File: src/rtl/lcd_pkg.sv
// lcd_pkg: shared types, default geometry and CRC helper for the LCD bus capture block
//   rgb_t       : 24-bit pixel {r, g, b}
//   cap_entry_t : FIFO entry {rgb, x, y, sof, eol}
//   cap_state_e : capture state machine states
//   crc16_step  : CRC-16-CCITT (poly 0x1021) over one 24-bit pixel, MSB first
package lcd_pkg;
    localparam int H_ACTIVE_DEF = 480;
    localparam int V_ACTIVE_DEF = 272;

    typedef struct packed {
        logic [7:0] r;
        logic [7:0] g;
        logic [7:0] b;
    } rgb_t;

    typedef struct packed {
        rgb_t       rgb;
        logic [9:0] x;
        logic [8:0] y;
        logic       sof;
        logic       eol;
    } cap_entry_t;

    typedef enum logic [1:0] {
        ST_IDLE,
        ST_WAIT_VS,
        ST_BLANK,
        ST_ACTIVE
    } cap_state_e;

    function automatic logic [15:0] crc16_step(input logic [15:0] crc, input logic [23:0] data);
        logic [15:0] c;
        c = crc;
        for (int i = 23; i >= 0; i--)
            c = {c[14:0], 1'b0} ^ ((c[15] ^ data[i]) ? 16'h1021 : 16'h0000);
        return c;
    endfunction
endpackage

File: src/rtl/lcd_capture_fifo.sv
// lcd_capture_fifo: 4-deep show-ahead FIFO of captured pixel entries, single clock
//   i_clk           : clock
//   i_flush         : synchronous clear (empties the FIFO)
//   i_push / i_din  : write request and entry
//   i_pop           : consume head entry (ignored when empty)
//   o_dout          : head entry, zero while empty
//   o_full, o_empty : occupancy flags
module lcd_capture_fifo
    import lcd_pkg::*;
(
    input  logic       i_clk,
    input  logic       i_flush,
    input  logic       i_push,
    input  cap_entry_t i_din,
    input  logic       i_pop,
    output cap_entry_t o_dout,
    output logic       o_full,
    output logic       o_empty
);
    cap_entry_t r_mem [4];
    logic [1:0] r_wr;
    logic [1:0] r_rd;
    logic [2:0] r_cnt;
    logic       w_wr;
    logic       w_rd;

    assign o_full  = r_cnt[2];
    assign o_empty = r_cnt == 3'd0;
    assign w_rd    = i_pop & ~o_empty;
    // when full, the slot being written is the head being popped this same cycle
    assign w_wr    = i_push & (~o_full | w_rd);
    assign o_dout  = o_empty ? '0 : r_mem[r_rd];

    always_ff @(posedge i_clk) begin
        if (w_wr)
            r_mem[r_wr] <= i_din;
    end

    always_ff @(posedge i_clk) begin
        if (i_flush) begin
            r_wr  <= 2'd0;
            r_rd  <= 2'd0;
            r_cnt <= 3'd0;
        end else begin
            r_wr  <= r_wr + {1'b0, w_wr};
            r_rd  <= r_rd + {1'b0, w_rd};
            r_cnt <= r_cnt + {2'b0, w_wr} - {2'b0, w_rd};
        end
    end
endmodule

File: src/rtl/lcd_bus_capture.sv
// lcd_bus_capture: samples a parallel RGB LCD bus, recovers pixels with x/y,
// checks frame geometry and streams pixels out over valid/ready.
//   clk_12mhz, rst (sync, active-low)
//   lcd_rgb/d_clk/disp_en/hsync/vsync/d_en : bus inputs, synchronous to clk_12mhz
//   pix_rgb/x/y/sof/eol, pix_valid, pix_ready : output pixel stream
//   frame_done : one-cycle pulse per completed frame
//   err_width/err_height/err_overflow : sticky geometry / drop flags
//   frame_crc : CRC-16-CCITT of last frame when LCD_CAPTURE_CRC_EN is defined, else 0
module lcd_bus_capture
    import lcd_pkg::*;
#(
    parameter int H_ACTIVE        = H_ACTIVE_DEF,
    parameter int V_ACTIVE        = V_ACTIVE_DEF,
    parameter int SYNC_ACTIVE_LOW = 1
) (
    input  logic        clk_12mhz,
    input  logic        rst,
    input  logic [23:0] lcd_rgb,
    input  logic        lcd_d_clk,
    input  logic        lcd_disp_en,
    input  logic        lcd_hsync,
    input  logic        lcd_vsync,
    input  logic        lcd_d_en,
    output logic [23:0] pix_rgb,
    output logic [9:0]  pix_x,
    output logic [8:0]  pix_y,
    output logic        pix_sof,
    output logic        pix_eol,
    output logic        pix_valid,
    input  logic        pix_ready,
    output logic        frame_done,
    output logic        err_width,
    output logic        err_height,
    output logic        err_overflow,
    output logic [15:0] frame_crc
);
    localparam logic [9:0] X_END  = 10'(H_ACTIVE);
    localparam logic [9:0] X_LAST = 10'(H_ACTIVE - 1);
    localparam logic [8:0] Y_END  = 9'(V_ACTIVE);

    rgb_t       r_rgb;
    logic       r_dclk, r_dclk_d, r_de, r_vs, r_den, r_den_d;
    cap_state_e r_state;
    logic [9:0] r_x;
    logic [8:0] r_y;
    logic       r_push, r_done, r_err_w, r_err_h, r_err_o;
    cap_entry_t r_ent;
    cap_entry_t w_head;
    logic       w_full, w_empty;
    logic       w_stb, w_vs, w_live, w_end, w_pix, w_take, w_line;
    logic       w_unused;

    // line timing is recovered from d_en, so hsync carries nothing needed here
    assign w_unused = lcd_hsync;

    always_ff @(posedge clk_12mhz) begin
        if (!rst) begin
            r_rgb    <= '0;
            r_dclk   <= 1'b0;
            r_dclk_d <= 1'b0;
            r_de     <= 1'b0;
            r_vs     <= 1'b0;
            r_den    <= 1'b0;
        end else begin
            r_rgb    <= lcd_rgb;
            r_dclk   <= lcd_d_clk;
            r_dclk_d <= r_dclk;
            r_de     <= lcd_disp_en;
            r_vs     <= lcd_vsync;
            r_den    <= lcd_d_en;
        end
    end

    assign w_stb  = r_dclk & ~r_dclk_d;
    assign w_vs   = (SYNC_ACTIVE_LOW != 0) ? ~r_vs : r_vs;
    assign w_live = r_de & w_stb & (r_state == ST_BLANK || r_state == ST_ACTIVE);
    // vsync takes priority over a pixel sampled on the same strobe
    assign w_end  = w_live & w_vs & (r_state == ST_ACTIVE);
    assign w_pix  = w_live & ~w_vs & r_den;
    assign w_take = w_pix & (r_x < X_END) & (r_y < Y_END);
    assign w_line = w_live & ~w_vs & ~r_den & r_den_d & (r_state == ST_ACTIVE);

    always_ff @(posedge clk_12mhz) begin
        if (!rst) begin
            r_state <= ST_IDLE;
            r_x     <= 10'd0;
            r_y     <= 9'd0;
            r_den_d <= 1'b0;
            r_push  <= 1'b0;
            r_ent   <= '0;
            r_done  <= 1'b0;
            r_err_w <= 1'b0;
            r_err_h <= 1'b0;
            r_err_o <= 1'b0;
        end else begin
            r_push <= w_take;
            r_done <= w_end;
            if (w_take)
                r_ent <= {r_rgb, r_x, r_y, r_x == 10'd0 && r_y == 9'd0, r_x == X_LAST};
            if (w_stb)
                r_den_d <= r_den;
            if ((w_pix && r_x >= X_END) || (w_line && r_x != X_END))
                r_err_w <= 1'b1;
            if (w_end && r_y != Y_END)
                r_err_h <= 1'b1;
            // a pop in the same cycle frees the head slot, so it is not an overflow
            if (r_push && w_full && !pix_ready)
                r_err_o <= 1'b1;
            // counters saturate one past the limit so overlong lines/frames stay flagged
            if (!r_de || w_end || w_line)
                r_x <= 10'd0;
            else if (w_pix && r_x <= X_END)
                r_x <= r_x + 10'd1;
            if (!r_de || w_end)
                r_y <= 9'd0;
            else if (w_line && r_y <= Y_END)
                r_y <= r_y + 9'd1;
            if (!r_de)
                r_state <= ST_IDLE;
            else if (r_state == ST_IDLE)
                r_state <= ST_WAIT_VS;
            else if (r_state == ST_WAIT_VS && w_stb && w_vs)
                r_state <= ST_BLANK;
            else if (r_state == ST_BLANK && w_pix)
                r_state <= ST_ACTIVE;
            else if (w_end)
                r_state <= ST_BLANK;
        end
    end

    lcd_capture_fifo u_fifo (
        .i_clk   (clk_12mhz),
        .i_flush (~rst),
        .i_push  (r_push),
        .i_din   (r_ent),
        .i_pop   (pix_ready),
        .o_dout  (w_head),
        .o_full  (w_full),
        .o_empty (w_empty)
    );

    assign pix_rgb      = w_head.rgb;
    assign pix_x        = w_head.x;
    assign pix_y        = w_head.y;
    assign pix_sof      = w_head.sof;
    assign pix_eol      = w_head.eol;
    assign pix_valid    = ~w_empty;
    assign frame_done   = r_done;
    assign err_width    = r_err_w;
    assign err_height   = r_err_h;
    assign err_overflow = r_err_o;

`ifdef LCD_CAPTURE_CRC_EN
    logic [15:0] r_crc;
    logic [15:0] r_frame_crc;

    always_ff @(posedge clk_12mhz) begin
        if (!rst) begin
            r_crc       <= 16'hFFFF;
            r_frame_crc <= 16'h0000;
        end else if (!r_de) begin
            r_crc <= 16'hFFFF;
        end else if (w_end) begin
            r_frame_crc <= r_crc;
            r_crc       <= 16'hFFFF;
        end else if (w_take) begin
            r_crc <= crc16_step(r_crc, r_rgb);
        end
    end

    assign frame_crc = r_frame_crc;
`else
    assign frame_crc = 16'h0000;
`endif
endmodule

File: config.mk
export PLATFORM = sky130hd
export DESIGN_NAME = lcd_bus_capture
export DESIGN_NICKNAME = d
export VERILOG_FILES = /design/src/rtl/lcd_pkg.sv /design/src/rtl/lcd_capture_fifo.sv /design/src/rtl/lcd_bus_capture.sv
export SDC_FILE = /design/constraint.sdc
export NUM_CORES = 1
export LEC_CHECK = 0
export CORE_MARGIN = 2
export CORE_UTILIZATION = 30
export CTS_CLUSTER_DIAMETER = 40
export DETAILED_ROUTE_END_ITERATION = 10
export HOLD_SLACK_MARGIN = 0.02
export REMOVE_ABC_BUFFERS = 1
export SYNTH_ARGS = -nofsm -noshare
export SYNTH_HDL_FRONTEND = slang
export SYNTH_SLANG_ARGS = --single-unit
File: constraint.sdc
create_clock -name clk_12mhz -period 5 [get_ports clk_12mhz]
set_clock_uncertainty 0.15 [all_clocks]
set_input_delay 1.25 -clock clk_12mhz [delete_from_list [all_inputs] [get_ports clk_12mhz]]
set_output_delay 1.25 -clock clk_12mhz [all_outputs]
set_load 0.05 [all_outputs]
==> flow_summary.yaml <==
finish:
  diodes: 0
  fillers: 3415
  drive_gt1_share_pct: 14.9
  multi_input_area_mm2: 0.00311
  ff_latch_area_mm2: 0.00757
  layout.nets: 887
  post-route-util_pct: 37.8
  syn_to_final_growth_pct: 23.5
drt:
  drtPass1Iterations: 5
  wl_um: 22200
  via_count: 6184
  route.detailed.drc: 0
  via_per_inst: 4.63
  drt_iter0_markers: 429
  wl_per_cell_um: 16.6
  drtAntennaViolNets: 0
timing:
  worstMarginPinSlew_ns: 0.998
  min_period_over_period_pct: 86.3
  slew_headroom_pct: 33.4
  fin_hold_ws_ns: 0.292
  hold_viol_final: 0
  finalMaxSlewViolations: 0
  min_period_ns: 4.32
  setup_violations: 0
  fmax_mhz: 232
  rsz0062_at_grt: "false"
clocking:
  cts_tree: "done"
  hold_buffers: 0
  cts_buffer_depth: 3
  insertion_delay_ns: 0.53
  cts_root_buffer: "clkbuf_16"
  path_clk_slew_ns: 0.06
  post_cts_buffers: 0
  clock_sinks: 288
  cts_buffers: 37
  htreeDepth: 2
  cts.repair.resized: 0
synthesis:
  ys_seq_elements: 288
  syn_inst: 758
  synth_cell_types: 51
  avgSynthCellArea_um2: 14.4
  synthTopCellsByArea: "edfxtp_1, dfxtp_1, mux4_2"
  yosys.area.top_type_share_pct: 49.4
  synth_edf_count: 180
  synth_flop_cell: "edfxtp_1"
  ys.warnings.count: 0
  yosysSeqAreaShare_pct: 69.1
  synth_area_leader_cell: "edfxtp_1"
  synth_most_common_cell: "edfxtp_1"
  yosys-top-cells-count: "edfxtp_1, dfxtp_1, nand2_1"
  synth_area_mm2: 0.0109
  async_flop_share_pct: 0
placement:
  gp_congestion: 0.736
  io_buffers: 80
  dpl.hpwl_um: 13000
critical_path:
  cp_slowest_stage_delay_ns: 0.70
  cp-end-kind: "output port"
  cp_cell_sequence: "buf_4 -> mux4_2 -> nor2b_1 -> clkdlybuf4s50_1"
  cp_max_fo: 22
  path_buf_inv: 2
  r2r_slack_ns: 2.01
  cp_top_family: "buffers and inverters"
  crit_slowest_cell: "clkdlybuf4s50_1"
  criticalPathCategory: "flip-flop to output port"
  arrival_ns: 2.92
  worstSetupStartpointType: "flip-flop"
  cp.required_ns: 3.60
floorplanning:
  die_w_um: 195
  die_y_um: 195
  core_area_mm2: 0.0357
  num_rows: 69
  initial_core_util_pct: 30.6
  die-area_mm2: 0.0380
  io_pins: 98
grt:
  grt_pass1_wl_um: 34600
  grt_pass1_vias: 6193
  grt_overflow: 0
  grt_max_degree: 60
  grt.total_usage_pct: 11.6
  antenna_found_initial: 0
run_status:
  status: "finished, final reports clean"
flow_run:
  cap_violations: 0
pwr:
  power_w: 0.00700
  power-per-cell-area_mw_per_mm2: 518
  total_leakage_power_nw: 4.42
  ir_worst_vdd_mv: 0.271
hold_path:
  hold_path.class: "flip-flop to flip-flop"
-- cell usage in the layout (no fill, tap or decap), types with 9 or more instances in the layout --
cell and instances:
nand3_1 46, o21ai_0 52, or3_1 10, clkbuf_16 37
nand2_1 56, buf_4 9, and2_1 33, clkdlybuf4s50_1 79
inv_1 16, conb_1 16, nor2_1 21, mux4_2 45
dfxtp_1 106, edfxtp_1 180, a21oi_1 13, nor2b_1 45
-- area by class of cell --
cell class                      instances  share of cell area (%)
Sequential cell                       288                    56.0
Multi-Input combinational cell        408                    23.0
Clock buffer                           48                    7.45
Timing Repair Buffer                   94                    7.24
Tap cell                              461                    4.27
Clock inverter                         20                    1.55
Inverter                               17                   0.472
-- per-stage QoR --
stage                     setup TNS, ns  instance area, µm²  instances  setup slack [ns]
after floorplan                  -23.77               10700        713            -0.389
after global placement                0               12300       1268              1.18
after detailed placement              0               12300       1268              1.18
after CTS                             0               13500       1336             0.625
after global routing                  0               13500       1336             0.535
final                                 0               13500       1336             0.685
-- worst register-to-register path, stage by stage, from the launching register on --
cell and delay (ns):
dfxtp_1 0.36, nor3_4 0.70, buf_12 0.32, nor2_1 0.10, ha_1 0.27, inv_1 0.05, ha_1 0.13, inv_1 0.05
fa_1 0.37, xor2_1 0.16, xnor2_1 0.13, nor2_1 0.06
-- flip-flops by register name (all words and copies together), names as in the netlist, 2 cells and up --
register / count
u_fifo.r_mem: 180
r_ent: 45
r_rgb: 24
r_x: 10
r_y: 9
u_fifo.r_cnt: 3
r_state: 2
u_fifo.r_rd: 2
u_fifo.r_wr: 2
-- metal layers --
layer | vias to the layer above | track usage (%) | routed length, µm
met4 | 0 | 3.76 | 386
met1 | 3065 | 15.5 | 10100
met5 | - | 0 | 0
li1 | 2948 | - | -
met3 | 32 | 2.64 | 1170
met2 | 139 | 18.9 | 10500
-- where the power goes --
| group | leakage [nW] | internal, W | total [W] | switching, W |
|---|---|---|---|---|
| registers | 2.51 | 0.00253 | 0.00261 | 0.0000832 |
| clock network | 0.580 | 0.00155 | 0.00256 | 0.00101 |
| logic | 1.32 | 0.000772 | 0.00183 | 0.00106 |
-- final timing paths --
path              depth (start not counted)       startpoint               to
setup reg to reg                         11  u_fifo.r_cnt[1]  u_fifo.r_cnt[2]
hold reg to reg                           2         r_rgb[7]        r_ent[28]
hold / removal                            2         r_rgb[7]        r_ent[28]
setup / recovery                          4   u_fifo.r_rd[0]       pix_rgb[1]
-- cells by family (layout without fill, tap and decap cells) --
family                     Yosys count  in the layout  synth area share [%]
DFF                                288            288                  69.1
and+or+nand+nor                    245            245                  12.1
AOI/OAI and AO/OA                   84             84                  4.33
buffers and inverters               77            179                  3.36
muxes                               47             47                  9.44
adders and majority gates            9              9                  1.10
xor gates and xnor gates             7              7                 0.560
other                                1             16                0.0343
No activity file was read; power rests on OpenSTA's default activity.
